--- config.mk ---
export PLATFORM = sky130hd
export DESIGN_NAME = reaction_ctrl_flat
export DESIGN_NICKNAME = d
export VERILOG_FILES = /design/src/rtl/reaction_ctrl_if.sv /design/src/rtl/reaction_ctrl.sv /design/src/flat_wrapper.sv
export SDC_FILE = /design/constraint.sdc
export NUM_CORES = 1
export LEC_CHECK = 0
export CORE_MARGIN = 2
export CORE_UTILIZATION = 35
export DETAILED_ROUTE_END_ITERATION = 6
export PLACE_DENSITY = 0.55
export SLEW_MARGIN = 20
export SYNTH_ARGS = -nofsm -noshare
export SYNTH_HDL_FRONTEND = slang
export SYNTH_SLANG_ARGS = --single-unit
--- constraint.sdc ---
create_clock -name clk -period 4.18 [get_ports clk]
set_input_delay 0.627 -clock clk [delete_from_list [all_inputs] [get_ports clk]]
set_output_delay 0.627 -clock clk [all_outputs]
set_load 0.01 [all_outputs]
--- src/rtl/reaction_ctrl_if.sv ---
// Reaction counter link: the trial controller drives enable/clear, the 16-bit
// counter returns its count and carry.
interface reaction_ctrl_if;
  logic        cnt_enable;
  logic        cnt_clear;
  logic [15:0] cnt_value;
  logic        cnt_carry;

  modport master (
    output cnt_enable,
    output cnt_clear,
    input  cnt_value,
    input  cnt_carry
  );

  modport slave (
    input  cnt_enable,
    input  cnt_clear,
    output cnt_value,
    output cnt_carry
  );
endinterface

--- src/rtl/reaction_ctrl.sv ---
// Reaction-time trial controller: random pre-stimulus delay, ms metering through
// the external counter, capture on react, false-start and timeout detection.
module reaction_ctrl #(
  parameter int          TICK_DIV     = 50000,
  parameter int          MIN_DELAY_MS = 1000,
  parameter int          RAND_BITS    = 11,
  parameter int          TIMEOUT_MS   = 9999,
  parameter logic [15:0] LFSR_SEED    = 16'hACE1
) (
  input  logic            clk,
  input  logic            rstn,
  input  logic            start_btn,
  input  logic            react_btn,
  reaction_ctrl_if.master cnt,
  output logic            led,
  output logic [15:0]     result,
  output logic            result_valid,
  output logic            false_start,
  output logic            timeout,
  output logic [2:0]      state
);

  localparam int             PW          = (TICK_DIV > 1) ? $clog2(TICK_DIV) : 1;
  localparam logic [PW-1:0]  PRESC_MAX   = PW'(TICK_DIV - 1);
  localparam logic [16:0]    MIN_DELAY   = 17'(MIN_DELAY_MS);
  localparam logic [15:0]    TIMEOUT_VAL = 16'(TIMEOUT_MS);

  typedef enum logic [2:0] {
    IDLE  = 3'd0,
    ARM   = 3'd1,
    GO    = 3'd2,
    DONE  = 3'd3,
    FAULT = 3'd4
  } state_t;

  // x^16 + x^14 + x^13 + x^11 + 1, shifting towards the MSB
  function automatic logic [15:0] lfsr_next(input logic [15:0] v);
    lfsr_next = {v[14:0], v[15] ^ v[13] ^ v[12] ^ v[10]};
  endfunction

  state_t          state_r;
  logic [2:0]      start_sync_r;
  logic [2:0]      react_sync_r;
  logic            start_press_r;
  logic            react_press_r;
  logic [15:0]     lfsr_r;
  logic [PW-1:0]   presc_r;
  logic            tick_r;
  logic [16:0]     delay_r;
  logic            cnt_clear_r;
  logic [15:0]     result_r;
  logic            result_valid_r;
  logic            false_start_r;
  logic            timeout_r;
  logic            enter_arm_s;
  logic            enter_go_s;

  assign enter_arm_s = start_press_r &
                       ((state_r == IDLE) | (state_r == DONE) | (state_r == FAULT));
  assign enter_go_s  = (state_r == ARM) & ~react_press_r & tick_r & (delay_r <= 17'd1);

  assign cnt.cnt_enable = (state_r == GO) & tick_r;
  assign cnt.cnt_clear  = cnt_clear_r;
  assign led            = (state_r == GO);
  assign result         = result_r;
  assign result_valid   = result_valid_r;
  assign false_start    = false_start_r;
  assign timeout        = timeout_r;
  assign state          = state_r;

  // Button synchronisers and rising-edge press pulses
  always_ff @(posedge clk or negedge rstn) begin
    if (!rstn) begin
      start_sync_r  <= 3'b000;
      react_sync_r  <= 3'b000;
      start_press_r <= 1'b0;
      react_press_r <= 1'b0;
    end else begin
      start_sync_r  <= {start_sync_r[1:0], start_btn};
      react_sync_r  <= {react_sync_r[1:0], react_btn};
      start_press_r <= start_sync_r[1] & ~start_sync_r[2];
      react_press_r <= react_sync_r[1] & ~react_sync_r[2];
    end
  end

  // Free-running random source for the pre-stimulus delay
  always_ff @(posedge clk or negedge rstn) begin
    if (!rstn) begin
      lfsr_r <= LFSR_SEED;
    end else begin
      lfsr_r <= lfsr_next(lfsr_r);
    end
  end

  // ms prescaler, realigned on ARM/GO entry so the first ms is never short
  always_ff @(posedge clk or negedge rstn) begin
    if (!rstn) begin
      presc_r <= '0;
      tick_r  <= 1'b0;
    end else if (enter_arm_s | enter_go_s) begin
      presc_r <= '0;
      tick_r  <= 1'b0;
    end else if (presc_r == PRESC_MAX) begin
      presc_r <= '0;
      tick_r  <= 1'b1;
    end else begin
      presc_r <= presc_r + PW'(1);
      tick_r  <= 1'b0;
    end
  end

  // Trial FSM with registered status outputs
  always_ff @(posedge clk or negedge rstn) begin
    if (!rstn) begin
      state_r        <= IDLE;
      delay_r        <= 17'd0;
      cnt_clear_r    <= 1'b0;
      result_r       <= 16'd0;
      result_valid_r <= 1'b0;
      false_start_r  <= 1'b0;
      timeout_r      <= 1'b0;
    end else begin
      cnt_clear_r <= 1'b0;
      case (state_r)
        IDLE, DONE, FAULT: begin
          if (start_press_r) begin
            state_r        <= ARM;
            cnt_clear_r    <= 1'b1;
            delay_r        <= MIN_DELAY + 17'(lfsr_r[RAND_BITS-1:0]);
            result_valid_r <= 1'b0;
            false_start_r  <= 1'b0;
            timeout_r      <= 1'b0;
          end else begin
            state_r <= state_r;
          end
        end
        ARM: begin
          // A react landing on the expiry tick still counts as anticipation
          if (react_press_r) begin
            state_r       <= FAULT;
            false_start_r <= 1'b1;
          end else if (tick_r) begin
            if (delay_r <= 17'd1) begin
              state_r <= GO;
            end else begin
              delay_r <= delay_r - 17'd1;
            end
          end else begin
            state_r <= ARM;
          end
        end
        GO: begin
          if (react_press_r) begin
            state_r        <= DONE;
            result_r       <= cnt.cnt_value;
            result_valid_r <= 1'b1;
          end else if ((cnt.cnt_value == TIMEOUT_VAL) || cnt.cnt_carry) begin
            state_r   <= FAULT;
            timeout_r <= 1'b1;
          end else begin
            state_r <= GO;
          end
        end
        default: begin
          state_r <= IDLE;
        end
      endcase
    end
  end

endmodule

--- src/flat_wrapper.sv ---
// flat-port wrapper written by rule: the top's interface ports become plain ports
module reaction_ctrl_flat 
#(
  parameter int          TICK_DIV     = 50000,
  parameter int          MIN_DELAY_MS = 1000,
  parameter int          RAND_BITS    = 11,
  parameter int          TIMEOUT_MS   = 9999,
  parameter logic [15:0] LFSR_SEED    = 16'hACE1
)
  (clk, rstn, start_btn, react_btn, led, result, result_valid, false_start, timeout, state, cnt_cnt_enable, cnt_cnt_clear, cnt_cnt_value, cnt_cnt_carry);
  reaction_ctrl_if cnt_i ();
  input  logic clk;
  input  logic rstn;
  input  logic start_btn;
  input  logic react_btn;
  output logic led;
  output logic [15:0] result;
  output logic result_valid;
  output logic false_start;
  output logic timeout;
  output logic [2:0] state;
  output wire logic [$bits(cnt_i.cnt_enable)-1:0] cnt_cnt_enable;
  output wire logic [$bits(cnt_i.cnt_clear)-1:0] cnt_cnt_clear;
  input wire logic [$bits(cnt_i.cnt_value)-1:0] cnt_cnt_value;
  input wire logic [$bits(cnt_i.cnt_carry)-1:0] cnt_cnt_carry;
  assign cnt_cnt_enable = cnt_i.cnt_enable;
  assign cnt_cnt_clear = cnt_i.cnt_clear;
  assign cnt_i.cnt_value = cnt_cnt_value;
  assign cnt_i.cnt_carry = cnt_cnt_carry;
  reaction_ctrl #(.TICK_DIV(TICK_DIV), .MIN_DELAY_MS(MIN_DELAY_MS), .RAND_BITS(RAND_BITS), .TIMEOUT_MS(TIMEOUT_MS), .LFSR_SEED(LFSR_SEED)) u_core (.clk(clk), .rstn(rstn), .start_btn(start_btn), .react_btn(react_btn), .cnt(cnt_i), .led(led), .result(result), .result_valid(result_valid), .false_start(false_start), .timeout(timeout), .state(state));
endmodule
==> results_dict.tcl <==
set metrics [dict create \
    start_kind "flip-flop" \
    gp_congestion 0.7871 \
    reg2reg_depth 5 \
    slew_violations 0 \
    worstSetupEndpointType "output pin" \
    cts_tree "yes" \
    skew_ns 0.01203 \
    wirelength_um 7757 \
    grt_pass1_vias 2556 \
    yosysWarnings 0 \
    synth.area.top_cells "dfrtp_1 (50%), dfstp_2 (5.8%), mux2_2 (4.9%)" \
    routedWlPerCell_um 15.24 \
    slew_headroom 0.4562 \
    cts_resized 0 \
    hold_buffers 0 \
    max-cap-violations 0 \
    synthToLayoutAreaGrowth_pct 21.64 \
    cts_made_buffers 9 \
    setup_ws_ns 1.348 \
    antenna_left 0 \
    leakage_nw 1.886 \
    start_util 0.3571 \
    die_h_um 106.2 \
    clk_pin_slew_ns 0.08 \
    min_period_ns 2.832 \
    critical_path_arrival_ns 2.20 \
    dp_slack_ns 1.568 \
    grt_usage 0.1472 \
    r2r_start "u_core.delay_r[4]" \
    post-route-drc-count 0 \
    numPortBuffers 45 \
    synthFlopType "dfrtp_1" \
    nets 393 \
    drt_iter0_drc 120 \
    nFillCells 981 \
    wl_met2_um 3373 \
    synth_top_area_cell "dfrtp_1" \
    dieArea_um2 11270 \
    wl_met3_um 341 \
    grt_max_degree 82 \
    most-common-layout-cells "dfrtp_1 (73), clkdlybuf4s50_1 (44), nor2_1 (32), o21ai_0 (17), mux2_2 (16)" \
    syn_avg_cell_area_um2 11.31 \
    crit_type "flip-flop to output pin" \
    cts_sinks 81 \
    hold_class "input port to asynchronous set/reset pin" \
    ir_worst_vdd_uv 256.7 \
    status "completed" \
    finalSetupTns_ns 0 \
    vias 2595 \
    synth_edf_count 0 \
    clock.fmax_mhz 353.1 \
    grt_pass1_wl_um 12930 \
    die_w_um 106.2 \
    cts_root_buffer "clkbuf_8" \
    synth_nets 348 \
    insertion_delay_ns 0.36 \
    synthDominantCellAreaShare 0.5000 \
    critPathRequiredTime_ns 3.55 \
    placementRows 37 \
    layout_commonest_cell "dfrtp_1" \
    viasPerCell 5.098 \
    rsz0062_at_grt "false" \
    antenna_found_initial 0 \
    grt-ovfl-total 0 \
    drive_gt1_frac 0.1314 \
    core_area_um2 10230 \
    async_flop_share 1.000 \
    synth_cells 323 \
    drt-met1-wl_um 3848 \
    setup_viol 0 \
    startpoint "u_core.state[1]" \
    firstDrtPassIters 4 \
    diodes 0 \
    power-per-cell-area_nw_per_um2 466.3 \
    crit_fanout 8 \
    synth_area_um2 3654 \
    postCtsSetupBuffers 0 \
    top_layer "met4" \
    h-tree-depth 3 \
    io_pins 46 \
    cts_buffer_depth 2 \
    hold_viol_final 0 \
    worstMarginPinSlew_ns 0.8157 \
    synth.distinct_cells 56 \
    dpl.hpwl_um 5168 \
    synth_seq_cells 81 \
    yosysSeqAreaShare 0.5575 \
    fin_crit_sh 0.6775 \
]
## worst max-delay path: stages, from the launching register on
cell	delay, ns
dfrtp_1	0.47
inv_1	0.11
nor3_1	0.52
and2_1	0.21
clkdlybuf4s50_1	0.54
## power by group
part | switching, mW | internal (mW) | total [mW]
clock network | 0.292 | 0.310 | 0.603
registers | 0.110 | 0.874 | 0.984
logic | 0.273 | 0.213 | 0.486
total | 0.675 | 1.40 | 2.07
## per-layer routing
metal / up-vias / GRT usage
met5: - / 0
met4: 0 / 0.07237
met3: 15 / 0.03924
met2: 66 / 0.2065
met1: 1248 / 0.2095
li1: 1266 / -
## layout make-up
class	count	area [µm²]	share of cell area
sequential	81	2037	0.4583
multi-input combinational	220	1524	0.3429
timing repair buffer	47	466.7	0.1050
tap	136	170.2	0.03829
clock buffer	11	151.4	0.03407
clock inverter	5	61.31	0.01380
inverter	9	33.78	0.007601
## cells in the mapped netlist, drive strengths merged, types with 7 or more instances
cell and instances:
dfstp 8, nand2 9, a21oi 9, xnor2 14, nand3 10, o21ai 19, xor2 11, clkbuf 7
nor3 13, mux2 16, dfrtp 73, inv 9, or4 8, nor2 32
## final timing paths
kind | end | slack, ns
worst min register to register | u_core.start_sync_r[1] | 0.36
min in group clk | u_core.start_sync_r[1] | 0.36
worst min-delay path | u_core.presc_r[12] | 0.31
max in group asynchronous | u_core.delay_r[8] | 3.39
worst max register to register | u_core.presc_r[4] | 1.55
worst max-delay path | cnt_cnt_enable | 1.35
## through the flow
stage	power (mW)	cell area, µm²	utilization	std cells	hold slack [ns]
final	2.072	4444	0.4344	509	0.3110
after floorplan	1.313	3654	-	323	0.3312
after CTS	2.107	4441	0.4340	509	0.3581
after detailed placement	1.484	4228	0.4132	493	0.3365
after global routing	2.199	4444	0.4344	509	0.3666
after global placement	1.480	4228	0.4132	493	0.3331
## state kept, by name (all words and copies together), names as in the netlist
register,count
u_core.cnt.cnt_clear,1
u_core.react_sync_r,3
u_core.tick_r,1
u_core.start_press_r,1
u_core.start_sync_r,3
u_core.false_start,1
u_core.result,16
u_core.presc_r,16
u_core.lfsr_r,16
u_core.delay_r,17
u_core.result_valid,1
u_core.react_press_r,1
u_core.state,3
u_core.timeout,1
## cells by family after synthesis
family	synth area share
compound gates	0.1185
xor+xnor	0.05993
fa+ha+maj	0.01370
buf+inv	0.02534
flops	0.5575
mux	0.05205
simple gates	0.1730
(Power assumes the default switching activity.)
